<file path="config.mk">
export PLATFORM = sky130hd
export DESIGN_NAME = orientation_histogram
export DESIGN_NICKNAME = d
export VERILOG_FILES = /design/src/rtl/orientation_histogram.sv
export SDC_FILE = /design/constraint.sdc
export NUM_CORES = 2
export LEC_CHECK = 0
export ABC_AREA = 0
export CAP_MARGIN = 20
export CELL_PAD_IN_SITES_DETAIL_PLACEMENT = 0
export CELL_PAD_IN_SITES_GLOBAL_PLACEMENT = 1
export CORE_AREA = 2 2 306 308
export DETAILED_ROUTE_END_ITERATION = 6
export DIE_AREA = 0 0 308 310
export PLACE_DENSITY_LB_ADDON = 0.08
export SLEW_MARGIN = 20
export SYNTH_ARGS = -nofsm -noshare
export SYNTH_HDL_FRONTEND = slang
export SYNTH_SLANG_ARGS = --single-unit
</file>
<file path="constraint.sdc">
create_clock -name iclk -period 7.5 [get_ports iclk]
set_input_delay 1.5 -clock iclk [delete_from_list [all_inputs] [get_ports iclk]]
set_output_delay 1.5 -clock iclk [all_outputs]
set_load 0.005 [all_outputs]
</file>
<file path="src/rtl/orientation_histogram.sv">
// Accumulates gradient magnitudes into 36 orientation bins over a window of
// SAMPLES inputs, then scans for the dominant bin and emits it for one cycle.
module orientation_histogram #(
    parameter int SAMPLES = 256
) (
    input  logic        iclk,
    input  logic        ireset,
    input  logic        ivalid,
    input  logic [15:0] idata,
    output logic        iready,
    output logic        ovalid,
    output logic [5:0]  obin,
    output logic [17:0] omag,
    output logic        obad_bin,
    output logic        odrop
);

    localparam int NBINS = 36;

    typedef enum logic [1:0] {ACCUM, SCAN, EMIT} state_t;

    state_t      state_reg, state_next;
    logic [8:0]  count_reg;
    logic [5:0]  scan_idx_reg;
    logic [5:0]  best_bin_reg, best_bin_next;
    logic [17:0] best_mag_reg, best_mag_next;
    logic [5:0]  obin_reg;
    logic [17:0] omag_reg;
    logic        obad_bin_reg;
    logic [17:0] acc_reg [NBINS];
    logic [NBINS-1:0] hit;

    logic [5:0]  in_bin;
    logic [9:0]  in_mag;
    logic        accept;
    logic        last_sample;
    logic [17:0] scan_rd;

    assign in_bin      = idata[15:10];
    assign in_mag      = idata[9:0];
    assign iready      = ireset && (state_reg == ACCUM);
    assign odrop       = ireset && ivalid && !iready;
    assign ovalid      = ireset && (state_reg == EMIT);
    assign accept      = ivalid && iready;
    assign last_sample = accept && (count_reg == 9'(SAMPLES - 1));
    assign scan_rd     = acc_reg[scan_idx_reg];
    assign obin        = obin_reg;
    assign omag        = omag_reg;
    assign obad_bin    = obad_bin_reg;

    // One-hot bin select; out-of-range indices match no bin and are simply counted.
    generate
        for (genvar gi = 0; gi < NBINS; gi++) begin : g_hit
            assign hit[gi] = accept && (in_bin == 6'(gi));
        end
    endgenerate

    always_comb begin
        state_next    = state_reg;
        best_bin_next = best_bin_reg;
        best_mag_next = best_mag_reg;
        case (state_reg)
            ACCUM: begin
                if (last_sample) state_next = SCAN;
            end
            SCAN: begin
                // Strict compare keeps the lowest index on ties.
                if (scan_idx_reg == 6'd0 || scan_rd > best_mag_reg) begin
                    best_bin_next = scan_idx_reg;
                    best_mag_next = scan_rd;
                end
                if (scan_idx_reg == 6'(NBINS - 1)) state_next = EMIT;
            end
            EMIT: begin
                state_next = ACCUM;
            end
            default: state_next = ACCUM;
        endcase
    end

    always_ff @(posedge iclk) begin
        if (!ireset) begin
            state_reg    <= ACCUM;
            count_reg    <= '0;
            scan_idx_reg <= '0;
            best_bin_reg <= '0;
            best_mag_reg <= '0;
            obin_reg     <= '0;
            omag_reg     <= '0;
            obad_bin_reg <= 1'b0;
        end else begin
            state_reg    <= state_next;
            best_bin_reg <= best_bin_next;
            best_mag_reg <= best_mag_next;
            scan_idx_reg <= (state_reg == SCAN) ? scan_idx_reg + 6'd1 : 6'd0;
            if (state_reg == EMIT)
                count_reg <= '0;
            else if (accept)
                count_reg <= count_reg + 9'd1;
            // Result is latched with the final comparison so it is valid throughout EMIT.
            if (state_reg == SCAN && scan_idx_reg == 6'(NBINS - 1)) begin
                obin_reg <= best_bin_next;
                omag_reg <= best_mag_next;
            end
            if (accept && in_bin >= 6'(NBINS))
                obad_bin_reg <= 1'b1;
        end
    end

    always_ff @(posedge iclk) begin
        for (int b = 0; b < NBINS; b++) begin
            if (!ireset || state_reg == EMIT)
                acc_reg[b] <= '0;
            else if (hit[b])
                acc_reg[b] <= acc_reg[b] + 18'(in_mag);
        end
    end

endmodule
</file>
## Word-level counts from Yosys, hierarchy flattened

Memories as Yosys holds them, arrays and structs flattened. A register that Yosys moved wholly into a read port is not among the register bits.
Index checks and enable logic that the tools add are counted.

- Add/sub/neg operators: 38
- Order comparisons: 2
- Eq/ne operators: 41
- Mux-type cells: 154
- Bitwise gates (word level): 37
- Reductions and logical operators: 54

Operators with widths:

| kind | count |
|---|---|
| 18-bit 2-to-1 mux | 38 |
| 18-bit by 10-bit adder with 18-bit output | 36 |
| 1-bit 2-to-1 mux | 110 |
| 6-bit by 5-bit == test with 1-bit output, second input constant | 16 |
| 6-bit by 4-bit == test with 1-bit output, second input constant | 8 |
| 1-bit logical AND | 44 |
| 1-bit OR | 36 |
| 6-bit == test, second input constant | 5 |
| 6-bit by 3-bit == test with 1-bit output, second input constant | 4 |
| 18-bit > comparator | 1 |
| 6-bit 2-to-1 mux | 3 |
| 6-bit by 2-bit == test with 1-bit output, second input constant | 2 |
| 6-bit zero test | 2 |
| 9-bit by 1-bit adder with 9-bit output, second input constant | 1 |
| 9-bit by 8-bit == test with 1-bit output, second input constant | 1 |
| 6-bit by 1-bit adder with 6-bit output, second input constant | 1 |
| 6-bit by 1-bit == test with 1-bit output, second input constant | 1 |
| 6-bit greater-or-equal comparator, second input constant | 1 |
| 2-bit 2-to-1 mux | 2 |
| 2-bit one-hot mux with 2 select lines | 1 |
| 2-bit AND reduction | 2 |
| 2-bit by 1-bit == test with 1-bit output, second input constant | 1 |
| 2-bit == test, second input constant | 1 |
| 1-bit zero test | 2 |
| other kinds (6) | 7 |

- Flip-flop bits (word level): 66
- Bits in writable memories: 648
- Input bits: 19
- Word-level logic and storage cells: 335
- Memories: 1

Memory list:

| name | depth | bits a word | read ports | clocked after memory_dff | wr ports | RTL line | text |
|---|---|---|---|---|---|---|---|
| acc_reg | 36 | 18 | 37 | 1 | 36 | 30 | `logic [17:0] acc_reg [NBINS];` |

## Logic depth before layout (Yosys ltp)

- Depth after elaboration: 8
- Mapped depth: 19
- Gate-level depth less buffers: 13

## Worst setup path before layout

Ideal clock, no wire load.

- Kind: input to register
- From: in idata[1]
- To: mem acc_reg[16][10], data pin
- Setup time: 0.266 ns
- Arrival: 4.614 ns
- Data required time: 7.234 ns
- Slack: 2.620 ns
- Stages on the path: 9
- Buffers on the path: 0
- Cell sequence: inv_1 -> fa_1 -> nor2b_1 -> o21ai_0 -> a21boi_0 -> o311a_1 -> o21ai_0 -> xor2_1 -> nor2_1

RTL lines:

| what | RTL line | text |
|---|---|---|
| from (decl) | 9 | `input logic [15:0] idata,` |
| to (decl) | 30 |  |

## Worst setup path in the final report

- From: reg scan_idx_reg[0]
- To: reg obin_reg[4], in the netlist obin[4]

- Word-level cells in the longest chain between the ends: 4
- Elaborated cells between the ends (all ways): 6

Ends and longest elaborated chain:

| what | RTL line | text |
|---|---|---|
| from (decl) | 24 | `logic [5:0] scan_idx_reg;` |
| from (signal assigned) | 95 | `scan_idx_reg <= (state_reg == SCAN) ? scan_idx_reg + 6'd1 : 6'd0;` |
| 6-bit zero test | 68 | `if (scan_idx_reg == 6'd0 \|\| scan_rd > best_mag_reg) begin` |
| 1-bit logical OR | 68 |  |
| 6-bit 2-to-1 mux | 68 |  |
| 6-bit 2-to-1 mux | 62 | `case (state_reg)` |
| to (signal assigned) | 102 | `obin_reg <= best_bin_next;` |
| to (decl) | 27 | `logic [5:0] obin_reg;` |

Several ways; a longest one is shown, not always the timed one.
A chain may end at the register's enable or synchronous reset.

==> summary.txt <==
Route
  – DRC Markers: 0
  – Vias after detailed routing: 40.7k
  – Final WL: 164000 um
  – DR vias/cell: 6.50
  – WL per Instance: 26.2 um
  – First drt pass iteration count: 6
  – Antenna Nets Post-Route: 0
  – DR iter-0 viols: 4631

Logic synthesis
  – Top cell type's share of synthesized area: 38.6%
  – Syn. warnings: 0
  – Mapped cell area: 50400 um^2
  – Synthesis-stage register bit count: 714
  – Mapped Avg Cell Area: 10.2 um^2
  – Syn_nets: 5380
  – Ys async rst share: 0%
  – Top FF cell, synth: edfxtp_1
  – Synth cell types: 83
  – Synth Instances: 4943
  – Post-synth EDFFs: 648
  – Yosys top cell by area: edfxtp_1
  – Seq/Total Area, Yosys: 41.2%
  – Synth top area cells: edfxtp_1 39%, ha_1 9.5%, mux4_2 5.4%

Critical path
  – Crit path kind: reg -> reg
  – Worst r2r dst: obin[4]
  – R2R setup slack: 1.64 ns
  – Crit path DAT: 6.36 ns
  – CP Data Required Time: 8.00 ns
  – Crit path max fanout: 72
  – CP Launch Type: register
  – Reg2Reg Depth: 14
  – Critical Path Sink Type: register
  – Reg2reg start: scan_idx_reg[0]

Clock network
  – Htree depth: 3
  – CTS root buffer: clkbuf_16
  – Clock latency on the worst-skew pair: 0.68 ns
  – Clock Path Buffers: 3
  – CTS resizes: 0
  – CTS tree: yes
  – Sink Count: 714
  – Cts hold-fix bufs: 0
  – Total CTS buffers: 83
  – Post-CTS Setup Bufs: 0
  – Reg clk slew, reported paths: 0.06 ns

STA
  – Clock skew: 0.0348 ns
  – Final hold vios: 0
  – Slew Limit Fails: 0
  – Minimum clock period: 5.86 ns
  – F_max: 171 MHz
  – Total negative setup slack: 0 ns
  – Worst-Margin Slew: 1.07 ns
  – Slew HR: 28.5%
  – RSZ-0062 raised after global routing: false
  – Final period utilization: 78.1%
  – Final setup violation count: 0

Floorplan
  – Initial Util: 54.5%
  – Site Rows: 112
  – Die Wd: 308 um
  – Die ar.: 95500 um^2
  – Ports: 47
  – Chip Height: 310 um
  – Total core area: 92500 um^2

Run status
  – Run status: finished, final reports clean

GRT
  – Vias in the first global route: 37.2k
  – Initial antenna violation count: 14
  – Total GRT Usage: 34.0%
  – Overflow after GRT: 0
  – Largest net degree at the start of global routing: 73
  – First-pass GRT wire length: 241000 um

Final layout
  – Commonest non-fill, non-tap cell in the layout: edfxtp_1
  – Commonest non-fill, non-tap cells in the layout: 648 x edfxtp_1, 647 x nor2_1, 382 x ha_1, 332 x nand2_1, 292 x o21ai_0
  – Final #Nets: 5430
  – Share of layout cells above drive strength 1: 7.45%
  – Reg area: 20800 um^2
  – Post-route design area: 54700 um^2
  – Number of flip-flops in the largest register: 648
  – Fillers: 7943
  – Multi-input gate area: 28300 um^2
  – Synthesis-to-layout area growth: 8.56%
  – N_diodes: 0
  – Final Non-Filler Cells: 6256

Power
  – Comb power frac: 13.6%
  – Switching share of power: 27.7%
  – Worst VDD drop: 0.166 mV
  – Sw power: 0.00280 W
  – Clock Power Share: 40.5%
  – Leakage power: 20.3 nW
  – Cell area power density: 185 nW/um^2
  – Sequential share of power: 45.9%
  – Pint: 0.00730 W

Place
  – Post-Place Cells: 6105
  – Port bufs: 46
  – GPL Wtd Cong: 0.982
  – Area after DPL: 52100 um^2
  – Dpl hpwl: 120000 um

Worst hold path
  – Hold depth: 2
  – Hold path endpoint: best_bin_reg[5]
  – Hold_sp: best_bin_reg[5]
  – Hold Crit Class: reg -> reg

Run
  – Max-Cap Viols: 0
Yosys cell counts (all sizes together), types with 31 or more instances:
cell type,instances
o211ai,58
nand3,114
inv,183
edfxtp,648
mux4,122
a21oi,266
nand4,31
xor2,243
nor3,161
ha,382
and2,32
fa,36
a31oi,45
a21o,80
nor2b,101
or3,64
a22oi,32
o21a,105
a211oi,48
nand2b,55
clkbuf,73
mux2i,86
and3,89
o21ai,304
nor2,652
dfxtp,66
o2111ai,43
buf,62
nand2,335
xnor2,148
power by group through the flow:
| stage | Sequential (W) | Clock, W | Combinational [W] |
|---|---|---|---|
| after floorplan | 0.00461 | 0 | 0.000983 |
| after global placement | 0.00472 | 0 | 0.00133 |
| final | 0.00464 | 0.00409 | 0.00137 |
| after global routing | 0.00465 | 0.00424 | 0.00151 |
| after detailed placement | 0.00472 | 0 | 0.00134 |
| after CTS | 0.00464 | 0.00411 | 0.00135 |
metrics by stage:
step	setup WS, ns	power (W)	hold WS, ns	utilization (%)
floorplan	2.62	0.00560	0.434	-
global route	1.29	0.0104	0.491	59.2
finish	1.64	0.0101	0.455	59.2
CTS	1.69	0.0101	0.457	59.2
global placement	1.81	0.00605	0.449	56.3
detailed placement	1.70	0.00606	0.450	56.3
cells by family (layout without fill, tap and decap cells):
logic type               count (synthesis)  count (layout)  synth area share (%)
AND/OR/NAND/NOR                       1730            1730                  16.3
AO/OA/AOI/OAI                         1154            1154                  14.6
flip-flops                             714             714                  41.2
adder cells (fa/ha/maj)                418             418                  10.9
XOR/XNOR                               391             391                  6.79
buffers and inverters                  318             434                  2.78
multiplexers                           218             218                  7.38
worst max-delay path by stage:
stage / start / endpoint / slack (ns) / cells past startpoint
after CTS: scan_idx_reg[0] / obin[3] / 1.69 / 14
final: scan_idx_reg[0] / obin[4] / 1.64 / 14
after global routing: scan_idx_reg[0] / obin[4] / 1.29 / 14
after detailed placement: scan_idx_reg[0] / obin[3] / 1.70 / 14
after global placement: scan_idx_reg[0] / obin[2] / 1.81 / 14
after floorplan: idata[1] / acc_reg[16][10] / 2.62 / 9
cell type report:
| type | instances | share of cell area [%] |
|---|---|---|
| Multi-Input combinational cell | 3911 | 51.6 |
| Timing Repair Buffer | 100 | 1.60 |
| Inverter | 183 | 1.26 |
| Tap cell | 1197 | 2.74 |
| Sequential cell | 714 | 38.0 |
| Clock buffer | 114 | 4.28 |
| Clock inverter | 37 | 0.521 |
per-layer routing:
layer / global-route usage (%) / share of wire, % / routed length [um]
met3: 7.57 / 11 / 17400
met4: 12.3 / 4.1 / 6690
met2: 50.8 / 43 / 70700
met5: 0 / 0.044 / 72
met1: 48.7 / 42 / 69300
critical path, cell delays in order, from the launching register on:
cell      delay (ns)
dfxtp_4         0.82
buf_12          0.48
mux4_2          0.59
mux2i_1         0.16
nor2_1          0.06
a211oi_1        0.44
nor3_1          0.15
ha_1            0.33
nand4_1         0.15
a311oi_2        0.30
nand4_1         0.18
a22oi_4         0.58
or2_1           0.86
mux2i_1         0.32
a21oi_1         0.11
Note: power is estimated with default switching activity, not from simulation.
